**src/rtl/uart_rx_ascii.sv**
```systemverilog
//------------------------------------------------------------------------------
// uart_rx_ascii
//
// UART 8N1 receiver that turns the serial RX line into a byte stream for the
// downstream sequence checker. Every correctly framed byte, including the
// 0x00 framing bytes, is presented on o_ascii_char with a one-cycle
// o_char_valid strobe.
//
// Parameters:
//   UART_RX_BAUD - receive bit rate (bits per time unit)
//   freq         - clock frequency (same time unit); freq/UART_RX_BAUD >= 4
//
// Ports:
//   i_clk         - system clock
//   i_rst         - synchronous reset, active-high
//   i_rx          - asynchronous serial line, idle high
//   o_ascii_char  - last correctly received byte, held until the next one
//   o_char_valid  - one-cycle pulse, o_ascii_char is new in the same cycle
//   o_frame_error - one-cycle pulse when the stop bit is sampled low
//   o_rx_busy     - high whenever the receiver is not idle
//------------------------------------------------------------------------------
`timescale 1ns/1ps

module uart_rx_ascii #(
    parameter int unsigned UART_RX_BAUD = 20,
    parameter int unsigned freq         = 200
) (
    input  logic       i_clk,
    input  logic       i_rst,
    input  logic       i_rx,
    output logic [7:0] o_ascii_char,
    output logic       o_char_valid,
    output logic       o_frame_error,
    output logic       o_rx_busy
);

    // Clocks per bit and half-bit offset used to land samples mid-bit.
    localparam int unsigned TR   = freq / UART_RX_BAUD;
    localparam int unsigned HALF = TR / 2;
    localparam int unsigned DivW = $clog2(TR);

    // Divider values at which a sample is taken (divider is cleared on entry).
    localparam logic [DivW-1:0] DivHalf = DivW'(HALF - 1);
    localparam logic [DivW-1:0] DivLast = DivW'(TR - 1);

    typedef enum logic [2:0] {
        StIdle,
        StStart,
        StData,
        StStop,
        StBreak
    } state_e;

    state_e          r_state;
    logic            r_sync1;
    logic            r_sync2;
    logic [DivW-1:0] r_div;
    logic [2:0]      r_bit;
    logic [7:0]      r_shift;
    logic [7:0]      r_ascii;
    logic            r_valid;
    logic            r_ferr;
    logic            r_busy;

    logic            w_rx_s;

    assign w_rx_s = r_sync2;

    always_ff @(posedge i_clk) begin
        if (i_rst) begin
            // Synchronizer resets to the idle line level so reset never fakes a start bit.
            r_sync1 <= 1'b1;
            r_sync2 <= 1'b1;
            r_state <= StIdle;
            r_div   <= '0;
            r_bit   <= '0;
            r_shift <= '0;
            r_ascii <= '0;
            r_valid <= 1'b0;
            r_ferr  <= 1'b0;
            r_busy  <= 1'b0;
        end else begin
            r_sync1 <= i_rx;
            r_sync2 <= r_sync1;

            // Strobes default low; set only on the deciding edge.
            r_valid <= 1'b0;
            r_ferr  <= 1'b0;

            unique case (r_state)
                StIdle: begin
                    if (!w_rx_s) begin
                        r_state <= StStart;
                        r_div   <= '0;
                        r_busy  <= 1'b1;
                    end
                end

                StStart: begin
                    if (r_div == DivHalf) begin
                        r_div <= '0;
                        if (w_rx_s) begin
                            // Start bit did not survive to mid-bit: treat as a glitch.
                            r_state <= StIdle;
                            r_busy  <= 1'b0;
                        end else begin
                            r_state <= StData;
                            r_bit   <= '0;
                        end
                    end else begin
                        r_div <= r_div + 1'b1;
                    end
                end

                StData: begin
                    if (r_div == DivLast) begin
                        r_div   <= '0;
                        // LSB first: new bit enters at the top and shifts down.
                        r_shift <= {w_rx_s, r_shift[7:1]};
                        r_bit   <= r_bit + 3'd1;
                        if (r_bit == 3'd7) begin
                            r_state <= StStop;
                        end
                    end else begin
                        r_div <= r_div + 1'b1;
                    end
                end

                StStop: begin
                    if (r_div == DivLast) begin
                        r_div <= '0;
                        if (w_rx_s) begin
                            r_ascii <= r_shift;
                            r_valid <= 1'b1;
                            r_state <= StIdle;
                            r_busy  <= 1'b0;
                        end else begin
                            r_ferr  <= 1'b1;
                            r_state <= StBreak;
                        end
                    end else begin
                        r_div <= r_div + 1'b1;
                    end
                end

                StBreak: begin
                    // A line held low must return high before another frame can start.
                    if (w_rx_s) begin
                        r_state <= StIdle;
                        r_busy  <= 1'b0;
                    end
                end

                default: begin
                    r_state <= StIdle;
                    r_busy  <= 1'b0;
                end
            endcase
        end
    end

    assign o_ascii_char  = r_ascii;
    assign o_char_valid  = r_valid;
    assign o_frame_error = r_ferr;
    assign o_rx_busy     = r_busy;

endmodule

```
**config.mk**
```make
export PLATFORM = sky130hd
export DESIGN_NAME = uart_rx_ascii
export DESIGN_NICKNAME = d
export VERILOG_FILES = /design/src/rtl/uart_rx_ascii.sv
export SDC_FILE = /design/constraint.sdc
export NUM_CORES = 1
export LEC_CHECK = 0
export ABC_CLOCK_PERIOD_IN_PS = 1600
export CAP_MARGIN = 5
export CORE_MARGIN = 5
export CORE_UTILIZATION = 49
export CTS_CLUSTER_SIZE = 30
export DETAILED_ROUTE_END_ITERATION = 10
export GPL_ROUTABILITY_DRIVEN = 0
export GPL_TIMING_DRIVEN = 0
export PLACE_DENSITY = 0.73
export SLEW_MARGIN = 10
export SYNTH_ARGS = -nofsm -noshare
export SYNTH_HDL_FRONTEND = slang
export SYNTH_SLANG_ARGS = --single-unit
export TNS_END_PERCENT = 1
```
**constraint.sdc**
```tcl
create_clock -name i_clk -period 1.6 [get_ports i_clk]
set_input_delay 0.4 -clock i_clk [delete_from_list [all_inputs] [get_ports i_clk]]
set_output_delay 0.4 -clock i_clk [all_outputs]
set_load 0.05 [all_outputs]
```
==> impl_metrics.env <==
export IMPL_setup_worst_path_end_class="flop"
export IMPL_core_area_um2=2760
export IMPL_drc=0
export IMPL_drive_above_1_share=0.231
export IMPL_grt_pass1_vias=1058
export IMPL_detail_route_antenna_nets=0
export IMPL_min_period_over_period=1.00
export IMPL_diodes=0
export IMPL_power_switching_share=0.309
export IMPL_cts_reportedPaths_clkPinSlew_ps=90
export IMPL_unrepaired_setup_endpoints_after_global_routing="true"
export IMPL_main_combinational_cell_family_by_area_after_synthesis="simple AND/OR/NAND/NOR gates"
export IMPL_io_pin_count=14
export IMPL_synth_warnings=0
export IMPL_failed_checks="negative setup slack"
export IMPL_dieArea_um2=4040
export IMPL_finalClockSkew_ps=9.78
export IMPL_start_util=0.510
export IMPL_synth_compound_gate_area_share=0.138
export IMPL_cp_data_arrival_time_ps=1820
export IMPL_pin_count_of_the_biggest_net_entering_global_routing=11
export IMPL_cpPeakStageDelay_ps=470
export IMPL_p_clk_frac=0.275
export IMPL_required_time_reported_for_the_critical_path_endpoint_ps=1820
export IMPL_clock_sinks=31
export IMPL_maxSlewHeadroom=0.666
export IMPL_placement_io_buffers=12
export IMPL_postSynthNetCount=158
export IMPL_h_tree_depth=2
export IMPL_power_share_combinational=0.224
export IMPL_synth_simple_area_share=0.253
export IMPL_worst_skew_pair_late_latency_ps=330
export IMPL_synth_cells=150
export IMPL_synthesis_area_per_instance_um2=9.37
export IMPL_grt_first_pass_wirelength_um=4750
export IMPL_rr_worst_depth=4
export IMPL_routed_wirelength_um=2760
export IMPL_final_critical_path_time_including_i_o_delays_and_setup_ps=1600
export IMPL_route_detailed_vias_per_inst=5.55
export IMPL_post_layout_nets=177
export IMPL_synth_largest_area_cell="sky130_fd_sc_hd__dfxtp_1"
export IMPL_antenna_found_initial=0
export IMPL_fill_cells=252
export IMPL_critPathLaunchType="flop"
export IMPL_hold_violations=0
export IMPL_critical_path_cell_chain="buf_2 > nor4b_1 > nor4_4 > o221a_1"
export IMPL_routedWlPerCell_um=13.8
export IMPL_vdd_ir_drop_max_mv=0.761
export IMPL_die_width_um=63.6
export IMPL_synth_seq_area_share=0.442
export IMPL_dr_first_iter_drc_count=49
export IMPL_core_util_final=0.584
export IMPL_cts_hold_repair_buffers=0
export IMPL_worst_setup_path_type="reg2reg"
export IMPL_globalRouteOverflowTotal=0
export IMPL_internal_power_uw=1160
export IMPL_synth_top_cell_area_share=0.442
export IMPL_pwr_density_cell_nw_per_um2=1040
export IMPL_synthesis_area_um2=1410
export IMPL_slew_viol_final=0
export IMPL_drt_pre_antenna_iters=4
export IMPL_p_seq_frac=0.501
export IMPL_tightest_slew_ps=494
export IMPL_netlist_top_cells_area="sky130_fd_sc_hd__dfxtp_1 (44%), sky130_fd_sc_hd__mux2i_1 (6.4%), sky130_fd_sc_hd__nand2_1 (5.3%)"
export IMPL_post_synth_mux_area_share=0.0641
export IMPL_drv_max_cap_violation_count=0
export IMPL_critical_path_peak_fanout=10
export IMPL_dp_cells=193
export IMPL_place_ws_ps=-49.4
export IMPL_synth_seq_cells=31
export IMPL_dp_hpwl_um=1910
export IMPL_cts_path_max_buffers=2
export IMPL_cellLeakagePower_uw=0.000704
export IMPL_timing_hold_worst_class="reg2reg"
export IMPL_layout_setup_ws_ps=-0.101
export IMPL_tritoncts="yes"
export IMPL_run_status="complete, but fails checks"
export IMPL_timing_final_setup_violations=1
export IMPL_yosys_area_share_adder=0.0445
export IMPL_clockRootBuffer="sky130_fd_sc_hd__clkbuf_4"
export IMPL_grt_util_all_layers=0.147
export IMPL_flow_area_growth_from_synthesis_pct=14.7
export IMPL_r2r_slack_ps=-0.1
export IMPL_critical_path_slowest_cell="sky130_fd_sc_hd__dfxtp_1"
export IMPL_final_cells=200
export IMPL_p_sw_uw=519
export IMPL_dieHeight_um=63.6
export IMPL_vias=1109
export IMPL_holdPathStages=1
export IMPL_multiInputGateArea_um2=754
export IMPL_tritoncts_num_buffers=5
export IMPL_seq_area_um2=623
export IMPL_maxClockFrequency_ghz=0.625
export IMPL_core_rowCount=19
export IMPL_synthXorXnorAreaFrac=0.0125
export IMPL_synth_cell_type_count=40
## path summary, 6_finish.rpt
path / end / start
max: o_rx_busy / r_state[2]
min: r_sync2 / r_sync1
max reg2reg: o_rx_busy / r_state[2]
min reg2reg: r_sync2 / r_sync1
## synthesized netlist by cell type
library cell               instances
sky130_fd_sc_hd__nor4_2            2
sky130_fd_sc_hd__a21oi_1          12
sky130_fd_sc_hd__inv_1             5
sky130_fd_sc_hd__ha_1              5
sky130_fd_sc_hd__xor2_1            1
sky130_fd_sc_hd__a22oi_1           2
sky130_fd_sc_hd__xnor2_1           1
sky130_fd_sc_hd__nand4_4           1
sky130_fd_sc_hd__nor2b_4           1
sky130_fd_sc_hd__clkbuf_1          3
sky130_fd_sc_hd__a31oi_2           1
sky130_fd_sc_hd__o22ai_1           1
sky130_fd_sc_hd__nand3b_1          1
sky130_fd_sc_hd__a31o_1            2
sky130_fd_sc_hd__buf_4             2
sky130_fd_sc_hd__mux2i_1           9
sky130_fd_sc_hd__a21o_1            1
sky130_fd_sc_hd__a31oi_1           1
sky130_fd_sc_hd__o21ai_1           1
sky130_fd_sc_hd__buf_2             4
sky130_fd_sc_hd__nor2b_1           1
sky130_fd_sc_hd__a22o_2            2
sky130_fd_sc_hd__nand2_1          20
sky130_fd_sc_hd__nand4b_1          1
sky130_fd_sc_hd__nor3_1            2
sky130_fd_sc_hd__nor3b_1           3
sky130_fd_sc_hd__dfxtp_1          31
sky130_fd_sc_hd__or4_1             1
sky130_fd_sc_hd__or2_2             2
sky130_fd_sc_hd__nor2_1           16
sky130_fd_sc_hd__nand2b_1          1
sky130_fd_sc_hd__or3_1             1
sky130_fd_sc_hd__nor4b_1           1
sky130_fd_sc_hd__and3b_1           1
sky130_fd_sc_hd__nand3b_4          2
sky130_fd_sc_hd__o221a_1           1
sky130_fd_sc_hd__o21ai_0           2
sky130_fd_sc_hd__a211oi_1          2
sky130_fd_sc_hd__nand3_1           3
sky130_fd_sc_hd__o31ai_1           1
## state kept, by name, indices dropped and copies added (netlist names)
| register | flops |
|---|---|
| o_ascii_char | 8 |
| r_shift | 8 |
| r_div | 4 |
| r_bit | 3 |
| r_state | 3 |
| o_char_valid | 1 |
| o_frame_error | 1 |
| o_rx_busy | 1 |
| r_sync1 | 1 |
| r_sync2 | 1 |
## critical path: cells and delay by family, from the launching register on
| kind | cells | cell delay (ps) |
|---|---|---|
| flops | 1 | 470 |
| buf+inv | 1 | 260 |
| simple gates | 2 | 530 |
| compound gates | 1 | 250 |
## cell families (layout without fill, tap and decap cells)
family                     count (synthesis)  after routing
DFF                                       31             31
and+or+nand+nor                           60             60
adders and majority gates                  5              5
buffers and inverters                     14             33
muxes                                      9              9
xor gates and xnor gates                   2              2
AOI/OAI and AO/OA                         29             29
## repair_timing
item	CTS	global route
resized for setup	22	16
setup buffers	0	0
setup endpoints to repair	29	33
pin swaps	2	2
## layer usage
metal | global-route usage | vias to the layer above | wire length, µm
met5 | 0 | - | 0
met4 | 0.0701 | 0 | 53
met3 | 0.0515 | 5 | 105
met2 | 0.242 | 22 | 1350
met1 | 0.168 | 525 | 1250
li1 | - | 557 | -
## cell type report
class	count	area share
Multi-Input combinational cell	105	0.468
Sequential cell	31	0.387
Timing Repair Buffer	12	0.0458
Clock buffer	6	0.0318
Buffer	9	0.0287
Tap cell	31	0.0241
Inverter	5	0.0116
Clock inverter	1	0.00311
## metrics by stage
| step | hold WS [ps] | TNS [ps] | total power, µW | cell area [µm²] |
|---|---|---|---|---|
| floorplan | 389 | 0 | 1120 | 1410 |
| global placement | 391 | 0 | 1180 | 1560 |
| detailed placement | 397 | -305 | 1190 | 1560 |
| CTS | 421 | -20.1 | 1650 | 1620 |
| global route | 452 | -388 | 1780 | 1610 |
| finish | 415 | -0.101 | 1680 | 1610 |
## layout by cell type, fill, tap and decap left out, types with 2 or more instances in the layout
cell type                  Yosys  routed
sky130_fd_sc_hd__nor3_1        2       2
sky130_fd_sc_hd__dfxtp_1      31      29
sky130_fd_sc_hd__inv_1         5       5
sky130_fd_sc_hd__nand3_1       3       2
sky130_fd_sc_hd__clkbuf_2      0       9
sky130_fd_sc_hd__buf_4         2       2
sky130_fd_sc_hd__nor3b_1       3       3
sky130_fd_sc_hd__dfxtp_2       0       2
sky130_fd_sc_hd__nor2_1       16      16
sky130_fd_sc_hd__a22oi_1       2       2
sky130_fd_sc_hd__nand2_1      20      20
sky130_fd_sc_hd__a211oi_1      2       2
sky130_fd_sc_hd__ha_1          5       3
sky130_fd_sc_hd__ha_2          0       2
sky130_fd_sc_hd__o21ai_0       2       2
sky130_fd_sc_hd__or2_2         2       2
sky130_fd_sc_hd__clkbuf_4      0       5
sky130_fd_sc_hd__buf_2         4       4
sky130_fd_sc_hd__mux2i_1       9       9
sky130_fd_sc_hd__clkbuf_1      3       3
sky130_fd_sc_hd__a21oi_1      12      12
sky130_fd_sc_hd__nand3b_4      2       2
## power groups by stage
stage | Combinational [µW] | Sequential, µW | Clock (µW)
finish | 376 | 842 | 462
global route | 408 | 846 | 523
CTS | 341 | 836 | 475
detailed placement | 342 | 852 | 0
global placement | 328 | 850 | 0
floorplan | 246 | 872 | 0
Note: power is estimated with default switching activity, not from simulation.
==> RTL change 1: new RTL, config.mk and constraints unchanged <==
Put one more register stage on the output `o_ascii_char`, with the module's reset. The value now appears one clock later. The other outputs are not delayed to match. Comments in the files are not updated.
--- a/src/rtl/uart_rx_ascii.sv
+++ b/src/rtl/uart_rx_ascii.sv
@@ -159,7 +159,13 @@
         end
     end
 
-    assign o_ascii_char  = r_ascii;
+    always_ff @(posedge i_clk) begin
+        if (i_rst) begin
+            o_ascii_char <= '0;
+        end else begin
+            o_ascii_char <= r_ascii;
+        end
+    end
     assign o_char_valid  = r_valid;
     assign o_frame_error = r_ferr;
     assign o_rx_busy     = r_busy;
Formal check against the unedited RTL: same outputs for any inputs over 10 cycles, from zero or initial values and one cycle with i_rst high; that may be too few to reach the edited logic, so the function may still have changed.
==> RTL change 1 against the original RTL <==
The flow still finishes with violations (setup timing). Sequential share of layout area grew 3.3 points. Core utilization grew 2.6 points. Synthesized area grew 13%. Setup slack got worse by 0.013 ns. Routed wire length grew 5.9%. Sequential cell count up 8. Final area rose by 17%.
Power is not compared: it rests on default switching activity, and its combinational part moved more than twofold at a synthesized area within 25%.
==> RTL change 1: results <==
set metrics [dict create \
    via_count 1115 \
    clock_skew_ns 0.0115 \
    hold_ws_ns 0.439 \
    grt_use_met3_pct 4.05 \
    drt-total-wl_mm 2.93 \
    slowest_stage "o32ai_4" \
    avgRoutedWirePerCell_um 13.1 \
    synth_area_per_cell_um2 10.0 \
    placed_cell_area_um2 1770 \
    placed_cells 215 \
    min_path_cells 1 \
    path_clk_slew_ns 0.12 \
    wl_met1_mm 1.39 \
    synth_compound_area_share_pct 11.0 \
    drive_gt1_share_pct 19.4 \
    grtUsageMet2_pct 24.9 \
    setup_ws_ns -0.0133 \
    setup_tns_ns -0.0133 \
    routed-wl-met3_um 95 \
    crit_path_max_fanout 6 \
    routed.top_layer "met4" \
    grt_max_degree 13 \
    synth_cell_types 37 \
    rr_worst_depth 6 \
    grt_pass1_wl_mm 5.10 \
    slowest_delay_ns 0.40 \
    track_usage_pct 15.0 \
    place_ws_ns -0.407 \
    worstReg2RegStart "r_div[0]$_SDFFE_PP0P_" \
    max-slew-margin-rel_pct 66.3 \
    fillers 269 \
    synthTopCellsByCount "39 x dfxtp_1, 23 x nor2_1, 17 x mux2i_1" \
    setup_viol 1 \
    gr-total-overflow 0 \
    synth_xor_area_share_pct 0.552 \
    reg_top3 "o_ascii_char (8), r_ascii (8), r_shift (8)" \
    finalNetCount 187 \
    met1_usage_pct 18.7 \
    port_buffers 13 \
    wl_met2_mm 1.41 \
    synthAdderAreaFrac_pct 3.95 \
    ys_seq_area_share_pct 49.3 \
    syn_nets 166 \
    cts_buffers 5 \
    start_util_pct 51.5 \
    cp_data_arrival_time_ns 1.85 \
    drtIter0Drc 72 \
    synth_mux_area_share_pct 10.7 \
    hpwl_mm 1.99 \
    clock_latency_ns 0.33 \
    antenna_found_initial 0 \
    violations "setup timing" \
    outcome "finished with violations" \
    synth.area.top_cells "dfxtp_1 49%, mux2i_1 11%, nor2_1 5.4%" \
]
RTL change 1: worst max-delay path, delay by kind of cell, from the launching register on:
family                     cells  cell delay [ns]
buffers and inverters          1             0.04
DFF                            1             0.39
AOI/OAI and AO/OA              3             0.73
and+or+nand+nor                1             0.20
adders and majority gates      1             0.16
RTL change 1: final cells by class:
type	instances	area (µm²)	share of cell area (%)
Buffer	9	53.8	2.86
Clock buffer	6	41.3	2.20
Clock inverter	2	60.1	3.20
Inverter	4	15.0	0.799
Multi-Input combinational cell	106	754	40.1
Sequential cell	39	788	41.9
Tap cell	44	55.1	2.93
Timing Repair Buffer	14	111	5.93
RTL change 1: power by group through the flow:
stage	Sequential (mW)	Clock (mW)	Combinational (mW)
2_1_floorplan	1.01	0	0.0456
3_3_place_gp	1.00	0	0.0734
3_5_place_dp	1.00	0	0.0753
4_1_cts	0.983	0.809	0.0748
5_1_grt	0.982	0.858	0.0862
6_report	0.980	0.801	0.0775
RTL change 1: repair_timing:
item,CTS,global route
setup endpoints to repair,31,34
gates resized for setup,18,22
pin swaps,0,2
setup buffers,0,1
RTL change 1: worst max path at each step:
stage	startpoint	endpoint	cells past startpoint
global placement	i_rst	r_ascii[4]$_SDFFE_PP0P_	4
detailed placement	i_rst	r_shift[5]$_SDFFE_PP0P_	4
finish	r_div[0]$_SDFFE_PP0P_	o_rx_busy$_SDFFE_PP0P_	6
global route	r_div[0]$_SDFFE_PP0P_	o_rx_busy$_SDFFE_PP0P_	6
CTS	r_div[1]$_SDFFE_PP0P_	o_rx_busy$_SDFFE_PP0P_	6
floorplan	r_div[0]$_SDFFE_PP0P_	o_rx_busy$_SDFFE_PP0P_	6
==> RTL change 2: new RTL, config.mk and constraints unchanged <==
Without the edit above. `freq`: 200 -> 400.
--- a/src/rtl/uart_rx_ascii.sv
+++ b/src/rtl/uart_rx_ascii.sv
@@ -23,7 +23,7 @@
 
 module uart_rx_ascii #(
     parameter int unsigned UART_RX_BAUD = 20,
-    parameter int unsigned freq         = 200
+    parameter int unsigned freq         = 400
 ) (
     input  logic       i_clk,
     input  logic       i_rst,
Function: changed (a bounded check fails within 10 cycles, from zero or initial values and one cycle with i_rst high).
==> RTL change 2 against the original RTL <==
The flow still finishes with violations (setup timing). Sequential share of layout area fell by 0.24 points. Final area is 4.7% higher. Worst hold slack gained 0.0090 ns. Synthesized cell count increased by 5.3%. Via count is 5.9% higher. Routed wire length rose by 3.9%. Core utilization rose by 2.7 points. Synthesized area grew 0.71%. Sequential cell count increased by 1. Setup slack got worse by 0.074 ns. Global-route usage up 0.81 points.
Power is not compared: it rests on default switching activity, and its combinational part moved more than twofold at a synthesized area within 25%.
==> RTL change 2: results <==
set metrics [dict create \
    holdCritPathClass "reg2reg" \
    via_count 1174 \
    setup_viol 11 \
    slowest_stage "or4b_1" \
    drive_gt1_share_pct 20.9 \
    finalNetCount 188 \
    synth_area_per_cell_um2 8.96 \
    violations "setup timing" \
    track_usage_pct 15.5 \
    fillers 230 \
    ys_seq_area_share_pct 45.3 \
    placed_cells 202 \
    drt_drc_violations_left 0 \
    routed_via_density 5.51 \
    synthTopCellsByCount "32 x dfxtp_1, 24 x nand2_1, 16 x nor2_1" \
    outcome "finished with violations" \
    cp_data_arrival_time_ns 1.93 \
    synth.area.top_cells "dfxtp_1 45%, mux2i_1 6.4%, nand2_1 6.4%" \
    finish.utilization_pct 61.2 \
    place_ws_ns -0.147 \
    hold_start "r_sync1$_SDFF_PP1_" \
    grt_pass1_vias 1106 \
    setup_tns_ns -0.305 \
    grt_pass1_wl_mm 5.02 \
    drt-total-wl_mm 2.87 \
    slowest_delay_ns 0.44 \
    worstReg2RegStart "r_div[1]$_SDFFE_PP0P_" \
    crit_path_max_fanout 4 \
    port_buffers 13 \
    syn_nets 165 \
    max-slew-margin-rel_pct 66.5 \
    drtIter0Drc 53 \
    clock_latency_ns 0.33 \
    grt_max_degree 11 \
    clock_skew_ns 0.00860 \
    synth_cell_types 34 \
    placed_cell_area_um2 1590 \
    setup_ws_ns -0.0741 \
    hpwl_mm 1.92 \
]
RTL change 2: cells by family (layout without fill, tap and decap cells):
logic type,after synthesis,after routing,synth area share (%)
and+or+nand+nor,74,74,27.6
adders and majority gates,4,4,3.54
DFF,32,32,45.3
AOI/OAI and AO/OA,26,26,12.3
muxes,9,9,6.37
buffers and inverters,13,37,4.95
RTL change 2: area by class of cell:
class | count | share of cell area, %
Buffer | 10 | 3.19
Clock buffer | 6 | 2.45
Clock inverter | 2 | 2.08
Inverter | 2 | 0.445
Multi-Input combinational cell | 113 | 44.3
Sequential cell | 32 | 38.4
Tap cell | 31 | 2.30
Timing Repair Buffer | 17 | 6.82
RTL change 2: path summary, 6_finish.rpt:
path	to	slack [ns]	cells past startpoint
setup / recovery	r_div[4]$_SDFFE_PP0P_	-0.07	6
hold reg to reg	r_sync2$_SDFF_PP1_	0.42	1
setup reg to reg	r_div[4]$_SDFFE_PP0P_	-0.07	6
hold / removal	r_sync2$_SDFF_PP1_	0.42	1
RTL change 2: report_power, final:
group	total [mW]	leakage (nW)	switching (mW)	internal [mW]
Sequential	0.807	0.260	0.00620	0.801
Combinational	0.0665	0.344	0.0414	0.0251
Clock	0.599	0.0422	0.271	0.327
RTL change 2: timing repair:
action,in CTS,in global routing
buffers inserted,0,4
gates resized for setup,26,18
setup endpoints to repair,32,33
hold buffers,0,0
pin swaps,2,2
RTL change 2: routing by layer:
layer / GRT usage [%] / share of wire, % / routed length, µm / vias to the layer above
met2: 24.0 / 46 / 1320 / 24
met3: 4.38 / 3.8 / 109 / 4
met4: 8.83 / 1.1 / 31 / 0
li1: - / - / - / 598
met1: 19.4 / 49 / 1410 / 548
met5: 0 / 0 / 0 / -
